--- src/rtl/rio_link_rx_sync.sv ---
// RapidIO lane synchroniser: classifies aligned 8b/10b words, runs LOSS/ACQ/SYNC
// acquisition, filters idles and forwards live link data with one cycle of latency.
module rio_link_rx_sync #(
   parameter logic [7:0] RIO_COMMA_CHAR = 8'hbc,
   parameter logic [7:0] RIO_SKIP_CHAR  = 8'h1c,
   parameter int         SYNC_CNT       = 16,
   parameter int         ERR_LIMIT      = 4,
   parameter int         ERR_WINDOW     = 256
) (
   input  logic        clk,
   input  logic        rst,
   input  logic [15:0] i_rio_rx_data,
   input  logic [1:0]  i_rio_rx_isk,
   input  logic        i_force_resync,
   output logic [15:0] o_rio_rx_data,
   output logic [1:0]  o_rio_rx_isk,
   output logic        o_rio_rx_valid,
   output logic        o_sync,
   output logic        o_err,
   output logic [7:0]  o_loss_cnt
);

   typedef enum logic [1:0] {ST_LOSS, ST_ACQ, ST_SYNC} state_t;

   localparam logic [4:0]  SYNC_TGT = 5'(SYNC_CNT);
   localparam logic [3:0]  ERR_TGT  = 4'(ERR_LIMIT);
   localparam logic [15:0] WIN_TGT  = 16'(ERR_WINDOW);

   state_t      state;
   logic [4:0]  ccnt;
   logic [3:0]  ecnt;
   logic [15:0] wcnt;
   logic [7:0]  loss_cnt;

   logic [15:0] data_p1;
   logic [1:0]  isk_p1;
   logic        vld_p1;
   logic        err_p1;

   logic [7:0]  lo_byte;
   logic [7:0]  hi_byte;
   logic        err_w;
   logic        comma_w;
   logic        idle_w;

   function automatic logic is_legal_k(input logic [7:0] b);
      return (b == 8'h1c) || (b == 8'h3c) || (b == 8'h7c) || (b == 8'hbc) ||
             (b == 8'hfb) || (b == 8'hfd) || (b == 8'hfe);
   endfunction

   function automatic logic is_idle_byte(input logic [7:0] b);
      return (b == RIO_COMMA_CHAR) || (b == RIO_SKIP_CHAR);
   endfunction

   function automatic logic [7:0] sat_inc8(input logic [7:0] v);
      return (v == 8'hff) ? v : v + 8'd1;
   endfunction

   assign lo_byte = i_rio_rx_data[7:0];
   assign hi_byte = i_rio_rx_data[15:8];

   // A comma in the second byte is only misaligned when the first byte is not already a comma.
   assign err_w   = (i_rio_rx_isk[0] & ~is_legal_k(lo_byte)) |
                    (i_rio_rx_isk[1] & ~is_legal_k(hi_byte)) |
                    (i_rio_rx_isk[1] & (hi_byte == RIO_COMMA_CHAR) &
                     ~(i_rio_rx_isk[0] & (lo_byte == RIO_COMMA_CHAR)));
   assign comma_w = i_rio_rx_isk[0] & (lo_byte == RIO_COMMA_CHAR) & ~err_w;
   assign idle_w  = (i_rio_rx_isk == 2'b11) & is_idle_byte(lo_byte) &
                    is_idle_byte(hi_byte) & ~err_w;

   always_ff @(posedge clk or posedge rst) begin
      if (rst) begin
         state    <= ST_LOSS;
         ccnt     <= '0;
         ecnt     <= '0;
         wcnt     <= '0;
         loss_cnt <= '0;
      end else if (i_force_resync) begin
         state <= ST_LOSS;
         ccnt  <= '0;
         if (state == ST_SYNC) loss_cnt <= sat_inc8(loss_cnt);
      end else begin
         case (state)
            ST_LOSS: begin
               if (comma_w) begin
                  if (SYNC_TGT == 5'd1) begin
                     state <= ST_SYNC;
                     ecnt  <= '0;
                     wcnt  <= '0;
                  end else begin
                     state <= ST_ACQ;
                     ccnt  <= 5'd1;
                  end
               end
            end
            ST_ACQ: begin
               if (err_w) begin
                  state <= ST_LOSS;
                  ccnt  <= '0;
               end else if (comma_w) begin
                  if (ccnt + 5'd1 == SYNC_TGT) begin
                     state <= ST_SYNC;
                     ecnt  <= '0;
                     wcnt  <= '0;
                  end else begin
                     ccnt <= ccnt + 5'd1;
                  end
               end
            end
            ST_SYNC: begin
               // An error restarts the clean window, so it can never coincide with a retirement.
               if (err_w) begin
                  wcnt <= '0;
                  if (ecnt + 4'd1 == ERR_TGT) begin
                     state    <= ST_LOSS;
                     ccnt     <= '0;
                     loss_cnt <= sat_inc8(loss_cnt);
                  end else begin
                     ecnt <= ecnt + 4'd1;
                  end
               end else if (wcnt + 16'd1 == WIN_TGT) begin
                  wcnt <= '0;
                  if (ecnt != 4'd0) ecnt <= ecnt - 4'd1;
               end else begin
                  wcnt <= wcnt + 16'd1;
               end
            end
            default: state <= ST_LOSS;
         endcase
      end
   end

   // Stage p1: registered forwarding of the sampled word
   always_ff @(posedge clk or posedge rst) begin
      if (rst) begin
         data_p1 <= '0;
         isk_p1  <= '0;
         vld_p1  <= 1'b0;
         err_p1  <= 1'b0;
      end else begin
         data_p1 <= i_rio_rx_data;
         isk_p1  <= i_rio_rx_isk;
         vld_p1  <= (state == ST_SYNC) & ~idle_w & ~err_w & ~i_force_resync;
         err_p1  <= err_w;
      end
   end

   assign o_rio_rx_data  = data_p1;
   assign o_rio_rx_isk   = isk_p1;
   assign o_rio_rx_valid = vld_p1;
   assign o_err          = err_p1;
   assign o_sync         = (state == ST_SYNC);
   assign o_loss_cnt     = loss_cnt;

endmodule

--- config.mk ---
export PLATFORM = sky130hd
export DESIGN_NAME = rio_link_rx_sync
export DESIGN_NICKNAME = d
export VERILOG_FILES = /design/src/rtl/rio_link_rx_sync.sv
export SDC_FILE = /design/constraint.sdc
export NUM_CORES = 1
export LEC_CHECK = 0
export CAP_MARGIN = 20
export CORE_ASPECT_RATIO = 1.25
export CORE_MARGIN = 5
export CORE_UTILIZATION = 55
export CTS_CLUSTER_DIAMETER = 80
export DETAILED_ROUTE_END_ITERATION = 7
export GPL_TIMING_DRIVEN = 0
export PLACE_DENSITY_LB_ADDON = 0.3
export SLEW_MARGIN = 20
export SYNTH_ARGS = -nofsm -noshare
export SYNTH_HDL_FRONTEND = slang
export SYNTH_SLANG_ARGS = --single-unit
--- constraint.sdc ---
create_clock -name clk -period 5.1 [get_ports clk]
set_clock_uncertainty 0.1 [all_clocks]
set_input_delay 0.51 -clock clk [delete_from_list [all_inputs] [get_ports clk]]
set_output_delay 0.51 -clock clk [all_outputs]
set_load 0.03 [all_outputs]
# == Word-level counts from Yosys, hierarchy flattened ==
# Index checks and enable logic that the tools add are counted.
# op_classes
n_addsub,5
n_mul,0
div_mod_pow,0
n_lt_le_gt_ge,0
n_eq_ne,33
shift,0
n_mux,36
bitwise_logic,20
reduce_logical,25
# ops
cell,count
16-bit 2-to-1 mux,5
8-bit equality test (second input constant),9
8-bit 2-to-1 mux,6
5-bit 2-to-1 mux,7
16-bit one-hot mux with 2 select lines,1
4-bit 2-to-1 mux,7
16-bit by 1-bit adder with 16-bit output (second input constant),1
16-bit by 9-bit equality test with 1-bit output (second input constant),1
8-bit by 5-bit equality test with 1-bit output (second input constant),2
8-bit by 6-bit equality test with 1-bit output (second input constant),2
8-bit by 7-bit equality test with 1-bit output (second input constant),2
5-bit one-hot mux with 3 select lines,1
1-bit logical OR,14
2-bit 2-to-1 mux,7
1-bit AND,12
4-bit inequality test (second input constant),3
5-bit AND reduction,2
8-bit by 1-bit adder with 8-bit output (second input constant),1
4-bit one-hot mux with 2 select lines,1
8-bit AND reduction,1
4-bit nonzero test,2
2-bit inequality test (second input constant),3
3-bit by 1-bit inequality test with 1-bit output (second input constant),2
3-bit by 2-bit inequality test with 1-bit output (second input constant),2
15 further kinds,25
# word_totals
register_bits,55
latch_bits,0
ramBits,0
rom_bits,0
word_cells,128
mem_count,0

# == Longest topological paths before layout ==
# Gate-level depths: netlist of the first run.
# logic_depth
ltp_word,17
mapped_depth,9
mapped_depth_nobuf,8

# == Least setup slack after synthesis of the first run ==
# OpenSTA, ideal clock, no wires.
# synth_path
path_kind,input port to flip-flop
start,in i_rio_rx_data[7]
end,reg ecnt[3]
arrival_ps,2416
setup_slack_ps,2460
cell_stages,8
n_path_buf,1
path_cell_list,buf_6 -> o41ai_1 -> a31oi_1 -> a221oi_4 -> nand3_4 -> or4_4 -> and4_4 -> a211o_1
# synth_via
elab_chain_len,15
word_cells_on_any_way,30
cone_classes,eq/ne: 12; mux: 2; bitwise: 9; reduce/logical: 7
# synth_lines
item,line,text
"start, declared",12,"input logic [15:0] i_rio_rx_data,"
8-bit by 5-bit equality test with 1-bit output / 8-bit by 6-bit equality test with 1-bit output (equally long branches),47,return (b == 8'h1c) || (b == 8'h3c) || (b == 8'h7c) || (b == 8'hbc) ||
1-bit logical OR (4 in a row),47,
1-bit logical OR (2 in a row),48,(b == 8'hfb) || (b == 8'hfd) || (b == 8'hfe);
1-bit inverter,63,assign err_w = (i_rio_rx_isk[0] & ~is_legal_k(lo_byte)) |
1-bit AND,63,
1-bit OR,63,
1-bit OR,64,(i_rio_rx_isk[1] & ~is_legal_k(hi_byte)) |
1-bit inverter,67,assign comma_w = i_rio_rx_isk[0] & (lo_byte == RIO_COMMA_CHAR) & ~err_w;
1-bit AND,67,
2-bit inequality test (no source line),--,
8-bit AND reduction (no source line),--,
"end signal, assigned",119,ecnt <= ecnt + 4'd1;
"end signal, assigned",123,if (ecnt != 4'd0) ecnt <= ecnt - 4'd1;
"end, declared",31,logic [3:0] ecnt;
# Parallel ways exist; a longest one is shown, timed or not.
# A chain may end at the register's enable or synchronous reset.

# == Worst setup path after layout of the first run ==
# layout_path
start,in i_rio_rx_data[6]
end,reg ecnt[3]
# The elaborated chain is that of the path after synthesis.

==> results of run 1 <==
[sequential cells by signal, indices dropped and copies added, names as in the netlist]
register and count:
o_rio_rx_data 16, wcnt 16, o_loss_cnt 8, ccnt 5, ecnt 4, o_rio_rx_isk 2, state 2, o_err 1
o_rio_rx_valid 1
[where the power goes]
group / switching, mW / leakage, nW / internal, mW
sequential: 0.0105 / 0.710 / 0.452
combinational: 0.125 / 0.819 / 0.0905
clock: 0.151 / 0.0483 / 0.0972
[critical path: stages]
cell	delay, ps
clkdlybuf4s50_1	490
or3_1	420
nor3_1	430
nand2b_2	290
nand4_2	240
a31o_2	340
and4_1	220
a211o_1	250
[layout make-up]
type / instances / area [sq um]
fill: 441 / 1680
multi-input combinational: 221 / 1630
tap: 64 / 80.1
timing repair buffer: 49 / 490
inverter: 13 / 51.3
sequential: 55 / 1380
clock inverter: 3 / 18.8
buffer: 10 / 53.8
clock buffer: 5 / 68.8
[per-layer routing]
layer | up-vias | track usage | share of wire
met3 | 8 | 0.0317 | 0.038
met2 | 53 | 0.332 | 0.53
met4 | 0 | 0.0731 | 0.013
li1 | 1237 | - | -
met1 | 1226 | 0.230 | 0.42
met5 | - | 0 | 0
[per-stage QoR]
step	instances	hold WS (ps)	utilization
floorplan	299	401	-
finish	420	417	0.692
detailed placement	412	398	0.676
CTS	420	416	0.692
global route	420	451	0.692
global placement	412	380	0.675
[cells in the final DEF, fill, tap and decap left out, types with 4 or more instances in the layout]
cell type,n
nand4_1,9
xor2_1,6
clkdlybuf4s50_1,49
nor3_1,8
o31ai_1,4
mux2i_1,4
inv_1,12
nand3_1,11
nand2b_1,4
nor2b_1,10
a31oi_1,4
and3_1,6
xnor2_1,5
nand2_1,23
nor4_1,8
dfrtp_1,55
ha_1,9
clkbuf_8,5
mux2_2,5
o21ai_0,15
a22o_1,13
nor2_1,16
[worst max-delay path by stage]
stage,from,end,slack [ps],cells past startpoint
after CTS,i_rio_rx_data[1],ecnt[3],2020,8
after global placement,i_rio_rx_data[6],ecnt[3],1680,8
final,i_rio_rx_data[6],ecnt[3],2010,8
after global routing,i_rio_rx_data[6],wcnt[8],1780,9
after detailed placement,i_rio_rx_data[1],ecnt[3],1690,8
after floorplan,i_rio_rx_data[7],ecnt[3],2460,8
[cells by family after synthesis]
logic type               count (synthesis)  synth area share
AND/OR/NAND/NOR                        115             0.221
AO/OA/AOI/OAI                           75             0.198
flip-flops                              55             0.443
buffers and inverters                   23            0.0330
XOR/XNOR                                11            0.0310
multiplexers                            10            0.0346
adder cells (fa/ha/maj)                 10            0.0395
==> results.py, run 1 <==
metrics = {
    "drt": {
        "via_per_inst": 6.01,
        "ant_nets": 0,
        "via_count": 2524,
        "wl_per_cell_um": 15.5,
        "post-route-drc-count": 0,
        "postRouteWirelength_um": 6510,
        "firstDrtPassIters": 4,
        "drt_iter0_drc": 146,
    },
    "global_route": {
        "grt_pass1_wl_um": 11300,
        "grt_pass1_vias": 2472,
        "antenna_found_initial": 0,
        "grt_max_degree": 56,
        "grt_use_total": 0.189,
        "grt_overflow": 0,
    },
    "synth": {
        "synth-edff-count": 0,
        "synth_nets": 329,
        "avgSynthCellArea_sq_um": 10.4,
        "synth_seq_cells": 55,
        "synthesis.yosys.warnings": 0,
        "synthFlopType": "dfrtp_1",
        "syn_area_sq_mm": 0.00311,
        "yosysMostFrequentCell": "dfrtp_1",
        "synthArstFlopShare": 1.00,
        "yosysTopAreaCellShare": 0.443,
        "ys_types": 69,
        "synthTopCellsByArea": "dfrtp_1, a22o_1, ha_1, nand2_1, o21ai_0",
        "syn_inst": 299,
        "synth_top_cell_by_area": "dfrtp_1",
        "synth.top_cells.by_count": "dfrtp_1, nand2_1, nor2_1",
        "yosysSeqAreaShare": 0.443,
    },
    "cts": {
        "clk_pin_slew_ps": 100,
        "cts_resized": 0,
        "cts_tree": "done",
        "post_cts_buffers": 0,
        "cts_max_level": 2,
        "root_buffer": "clkbuf_8",
        "clock-sinks": 55,
        "holdBufCountCts": 0,
        "clock_latency_ps": 320,
        "cts_buffer_depth": 2,
        "cts_buffers": 5,
    },
    "placement": {
        "placed_cell_area_sq_mm": 0.00368,
        "dp_hpwl_um": 4840,
        "place_ws_ps": 1690,
        "numPortBuffers": 49,
        "gp_congestion": 0.894,
    },
    "floorplan": {
        "die-area_sq_mm": 0.00726,
        "io_pins": 50,
        "fp.dieW_um": 77.2,
        "num_rows": 30,
        "die_y_um": 94.0,
        "initial_utilization": 0.571,
        "coreArea_sq_mm": 0.00544,
    },
    "worst_setup_path": {
        "critPathKind": "primary input to register",
        "r2r-end": "ecnt[2]",
        "arrival_ps": 3190,
        "startpoint_type": "primary input",
        "r2r_slack_ps": 2470,
        "regToRegStartpoint": "wcnt[3]",
        "worstPathRequired_ps": 5200,
        "cp_max_fo": 8,
        "worst_setup_path_end_kind": "register",
        "r2r_cells": 8,
    },
    "cells_and_area": {
        "area_delta_synth_final_pct": 21.3,
        "drive_above_1_share": 0.112,
        "post-route-cell-area_sq_mm": 0.00377,
        "nNetsFinal": 385,
        "diodes": 0,
    },
    "timing": {
        "period_minus_slack_ps": 3090,
        "finalHoldViolations": 0,
        "fin_ws_ps": 2010,
        "worstMarginPinSlew_ps": 657,
        "fmax_mhz": 324,
        "setup_viol": 0,
        "period_share": 0.606,
        "slew_viol_final": 0,
        "slew_headroom": 0.562,
        "final.setup.tns_ps": 0,
        "rsz0062_at_grt": "false",
    },
    "pwr": {
        "ir_drop_uv": 140,
        "powerDensity_mw_per_mm2": 246,
        "p_total_mw": 0.926,
        "p_leak_nw": 1.58,
    },
    "outcome": {
        "status": "finished, final reports clean",
    },
    "flow_run": {
        "cap_violations": 0,
    },
    "min_path": {
        "hold_start": "o_loss_cnt[7]",
        "min_to": "o_loss_cnt[7]",
        "min_path_cells": 1,
        "hold_class": "register to register",
    },
}
Power figures use the tool's default switching activity.
==> inputs of run 2 (changes only) <==
- CORE_UTILIZATION: 55 -> 54
- clock period: 5.1 -> 2.9 ns (I/O delays scaled with it)
==> run 2 against run 1 <==
Effect of this change:
- routed wire length rose by 0.18%
- final area rose by 0.66%
- global-route usage fell by 0.32 points
- hold slack got worse by 78 ps
- largest power group unchanged
==> results.py, run 2 (synthesis gave the netlist of run 1 again) <==
metrics = {
    "cts": {
        "cts_tree": "done",
        "clock-sinks": 55,
        "cts_max_level": 2,
        "root_buffer": "clkbuf_8",
        "cts_buffer_depth": 2,
        "cts_buffers": 5,
        "clock_latency_ps": 310,
        "post_cts_buffers": 0,
        "clk_pin_slew_ps": 100,
    },
    "global_route": {
        "antenna_found_initial": 0,
        "grt_max_degree": 56,
        "grt_use_total": 0.186,
        "grt_overflow": 0,
        "grt_pass1_vias": 2520,
        "grt_pass1_wl_um": 11300,
    },
    "timing": {
        "worstMarginPinSlew_ps": 659,
        "final.setup.tns_ps": 0,
        "slew_headroom": 0.561,
        "fmax_mhz": 363,
        "period_share": 0.950,
        "period_minus_slack_ps": 2760,
        "rsz0062_at_grt": "true",
        "setup_viol": 0,
        "slew_viol_final": 0,
        "finalHoldViolations": 0,
    },
    "worst_setup_path": {
        "regToRegStartpoint": "wcnt[3]",
        "cp_slowest_cell": "a221oi_4",
        "critPathKind": "primary input to register",
        "r2r_slack_ps": 250,
        "crit_family": "compound AO/OA/AOI/OAI gates",
        "slowest_delay_ps": 460,
        "arrival_ps": 2850,
        "path_buf_inv": 3,
        "r2r-end": "ecnt[3]",
        "cp_cell_sequence": "clkdlybuf4s50_1 > buf_6 > o41ai_1 > a31oi_1 > a221oi_4 > nand3_4 > buf_2 > o21a_1 > and4_1 > a211o_1",
        "worst_setup_path_end_kind": "register",
        "cp_max_fo": 10,
        "worstPathRequired_ps": 3000,
        "r2r_cells": 7,
        "startpoint_type": "primary input",
    },
    "cells_and_area": {
        "drive_above_1_share": 0.121,
        "register_area_sq_mm": 0.00138,
        "fill_cells": 467,
        "final_cell_mix": "dfrtp_1, clkdlybuf4s50_1, nand2_1, nor2_1, o21ai_0",
        "nNetsFinal": 385,
        "area_delta_synth_final_pct": 22.1,
        "post-route-cell-area_sq_mm": 0.00379,
        "diodes": 0,
        "fin_util": 0.665,
        "final_common_cell": "dfrtp_1",
        "multi_input_area_sq_mm": 0.00165,
    },
    "placement": {
        "placed_cell_area_sq_mm": 0.00368,
        "gp_congestion": 0.867,
        "numPortBuffers": 49,
        "dp_hpwl_um": 4790,
    },
    "pwr": {
        "powerDensity_mw_per_mm2": 429,
        "p_leak_nw": 1.58,
        "ir_drop_uv": 336,
        "p_total_mw": 1.63,
    },
    "drt": {
        "wl_per_cell_um": 15.5,
        "firstDrtPassIters": 4,
        "ant_nets": 0,
        "postRouteWirelength_um": 6520,
        "post-route-drc-count": 0,
        "drt_iter0_drc": 133,
        "via_count": 2525,
        "via_per_inst": 5.98,
    },
    "flow_run": {
        "cap_violations": 0,
    },
    "floorplan": {
        "io_pins": 50,
        "die-area_sq_mm": 0.00738,
        "initial_utilization": 0.545,
        "coreArea_sq_mm": 0.00570,
        "die_y_um": 94.8,
        "fp.dieW_um": 77.8,
        "num_rows": 31,
    },
    "outcome": {
        "status": "finished, final reports clean",
    },
    "min_path": {
        "hold_class": "primary input to async pin",
    },
}
run 2: cell counts in the layout (fill, tap and decap cells not counted):
Identical to the previous run, type by type.
run 2: how the worst max path moves through the flow:
stage | startpoint | end | slack [ps] | cells past startpoint
finish | i_rio_rx_data[7] | ecnt[3] | 140 | 10
global route | i_rio_rx_data[7] | ecnt[1] | -0.7 | 10
floorplan | i_rio_rx_data[7] | ecnt[3] | 480 | 8
CTS | i_rio_rx_data[1] | ecnt[1] | 10 | 9
global placement | i_rio_rx_data[1] | ecnt[3] | -290 | 8
detailed placement | i_rio_rx_data[1] | ecnt[1] | -310 | 9
run 2: timing repair:
action                                  in CTS  in global routing
hold buffers                                 0                  0
gates resized for setup                      0                  4
endpoints found under the hold margin        0                  0
endpoints found under the setup margin       0                 16
run 2: through the flow:
step	setup WS, ps	instances	hold WS, ps
2_1_floorplan	480	299	221
3_3_place_gp	-292	414	384
3_5_place_dp	-306	414	393
4_1_cts	14.5	422	365
5_1_grt	-0.739	422	364
6_report	144	422	338
run 2: cell type report:
type,count,area share
buffer,10,0.0142
clock inverter,3,0.00495
timing repair buffer,49,0.129
sequential,55,0.363
inverter,13,0.0135
clock buffer,5,0.0182
multi-input combinational,221,0.435
tap,66,0.0218
run 2: worst register-to-register path: stages (launching register included):
cell and delay [ps]:
dfrtp_1 500, nand4_4 220, nor4_1 620, nor3_1 100
a31o_2 230, a31o_2 290, and4_1 230, a211o_1 260
run 2: power by group:
group          internal [mW]  total, mW  switching, mW  leakage (nW)
Clock                  0.171      0.423          0.252        0.0483
Sequential             0.795      0.813         0.0184         0.710
Combinational          0.164      0.392          0.228         0.826
Total                   1.13       1.63          0.498          1.58
run 2: metal layers:
metal | global-route usage | wire, um
met2 | 0.343 | 3450
met5 | 0 | 0
met4 | 0.0473 | 68
met1 | 0.222 | 2810
met3 | 0.0315 | 193
==> inputs of run 3 (changes only) <==
- CORE_MARGIN: 5 -> unset
==> run 3 against run 2 <==
Effect of this change:
- register-to-register slack gained 30 ps
- first-iteration DRC count grew 49%
- sequential share of layout area shrank 0.23 points
- non-clock buffer count grew 1
- largest cell class unchanged
- utilization grew 3.1 points
- clock power grew 22%
- critical path type unchanged
- global-route usage grew 4.8 points
- hold slack lost 16 ps
- combinational power is essentially flat
==> results.py, run 3 (synthesis gave the netlist of run 1 again) <==
metrics = {
    "floorplan": {
        "die-area_sq_mm": 0.00606,
        "num_rows": 30,
        "initial_utilization": 0.567,
        "die_y_um": 86.8,
        "fp.dieW_um": 69.8,
        "coreArea_sq_mm": 0.00548,
        "io_pins": 50,
    },
    "pwr": {
        "p_comb_frac": 0.227,
        "switching_share": 0.294,
        "powerDensity_mw_per_mm2": 451,
        "power.share.clock": 0.300,
        "pwr-share-seq": 0.473,
        "switching_power_mw": 0.505,
        "p_leak_nw": 1.60,
        "p_total_mw": 1.72,
        "ir_drop_uv": 268,
        "p_int_mw": 1.21,
    },
    "placement": {
        "placedCellCount": 412,
        "placed_cell_area_sq_mm": 0.00368,
        "numPortBuffers": 49,
        "place_ws_ps": -295,
        "dp_hpwl_um": 4730,
        "gp_congestion": 0.818,
    },
    "cells_and_area": {
        "post-route-cell-area_sq_mm": 0.00381,
        "final_cell_mix": "dfrtp_1, clkdlybuf4s50_1, nand2_1, nor2_1, o21ai_0",
        "diodes": 0,
        "area_delta_synth_final_pct": 22.8,
        "layoutNonFillerInstCount": 421,
        "fin_util": 0.696,
        "fill_cells": 418,
        "multi_input_area_sq_mm": 0.00164,
        "drive_above_1_share": 0.120,
        "nNetsFinal": 386,
        "register_area_sq_mm": 0.00138,
        "final_common_cell": "dfrtp_1",
    },
    "drt": {
        "ant_nets": 0,
        "wl_per_cell_um": 16.1,
        "via_count": 2551,
        "drt_iter0_drc": 198,
        "post-route-drc-count": 0,
        "via_per_inst": 6.06,
        "firstDrtPassIters": 4,
        "postRouteWirelength_um": 6780,
    },
    "global_route": {
        "antenna_found_initial": 0,
        "grt.busiest_layer": "met2",
        "grt_use_met2": 0.406,
        "grt_pass1_wl_um": 11500,
        "grt_max_degree": 56,
        "grt_pass1_vias": 2437,
        "grt_overflow": 0,
        "grtUsageMet3": 0.0407,
        "grt_use_total": 0.234,
        "use_met1": 0.296,
    },
    "cts": {
        "holdBufCountCts": 0,
        "clock-sinks": 55,
        "clock_latency_ps": 310,
        "cts_max_level": 2,
        "clk_pin_slew_ps": 100,
        "cts_buffers": 5,
        "root_buffer": "clkbuf_8",
        "cts_buffer_depth": 2,
        "cts_tree": "done",
    },
    "timing": {
        "slew_headroom": 0.561,
        "slew_viol_final": 0,
        "period_minus_slack_ps": 2800,
        "setup_viol": 0,
        "finalHoldViolations": 0,
        "period_share": 0.964,
        "worstMarginPinSlew_ps": 658,
        "fmax_mhz": 358,
        "rsz0062_at_grt": "true",
        "hold_ws_ps": 322,
        "fin_ws_ps": 104,
        "final.setup.tns_ps": 0,
    },
    "worst_setup_path": {
        "r2r-end": "ecnt[2]",
        "r2r_slack_ps": 280,
        "regToRegStartpoint": "wcnt[3]",
        "startpoint_type": "primary input",
        "worst_setup_path_end_kind": "register",
        "cp_max_fo": 5,
        "worstPathRequired_ps": 3000,
        "arrival_ps": 2890,
        "critPathKind": "primary input to register",
        "r2r_cells": 8,
    },
    "outcome": {
        "status": "finished, final reports clean",
    },
    "min_path": {
        "hold_class": "primary input to async pin",
    },
    "flow_run": {
        "cap_violations": 0,
    },
}
[run 3: cell types whose count changed in the layout (fill, tap and decap cells not counted), sizes merged]
cell    delta
bufinv     +1
buf        +1
inv        -1
[run 3: power by group through the flow]
stage | sequential (mW) | combinational (mW) | clock [mW]
floorplan | 0.858 | 0.225 | 0
global placement | 0.828 | 0.371 | 0
detailed placement | 0.830 | 0.376 | 0
CTS | 0.814 | 0.382 | 0.528
global route | 0.820 | 0.430 | 0.554
finish | 0.814 | 0.391 | 0.515
[run 3: timing repair]
| item | 4_1_cts | 5_1_grt |
|---|---|---|
| hold endpoints to repair | 0 | 0 |
| resized for setup | 0 | 3 |
| endpoints found under the setup margin | 0 | 16 |
| buffers inserted | 0 | 1 |
[run 3: layout make-up]
type / instances / area share
Timing Repair Buffer: 50 / 0.131
Clock buffer: 5 / 0.0180
Tap cell: 64 / 0.0210
Multi-Input combinational cell: 221 / 0.431
Clock inverter: 3 / 0.0115
Sequential cell: 55 / 0.361
Buffer: 10 / 0.0141
Inverter: 13 / 0.0134
[run 3: worst max path at each step]
stage	start	to	slack, ps	cells after the start
floorplan	i_rio_rx_data[7]	ecnt[3]	480	8
global placement	i_rio_rx_data[6]	ecnt[3]	-290	8
detailed placement	i_rio_rx_data[6]	wcnt[2]	-300	9
CTS	i_rio_rx_data[6]	wcnt[10]	20	9
global route	i_rio_rx_data[9]	state[1]	-60	8
finish	i_rio_rx_data[9]	ccnt[0]	100	8
[run 3: layer usage]
layer | vias to the layer above | wire (um)
li1 | 1243 | -
met1 | 1237 | 2960
met2 | 61 | 3500
met3 | 10 | 246
met4 | 0 | 76
met5 | - | 0
[run 3: critical path, cell delays in order]
cell	delay, ps
clkdlybuf4s50_1	480
or4b_4	600
nor3_2	260
nand2b_2	160
a31oi_1	270
o2bb2ai_1	190
a21oi_2	300
mux2_1	350
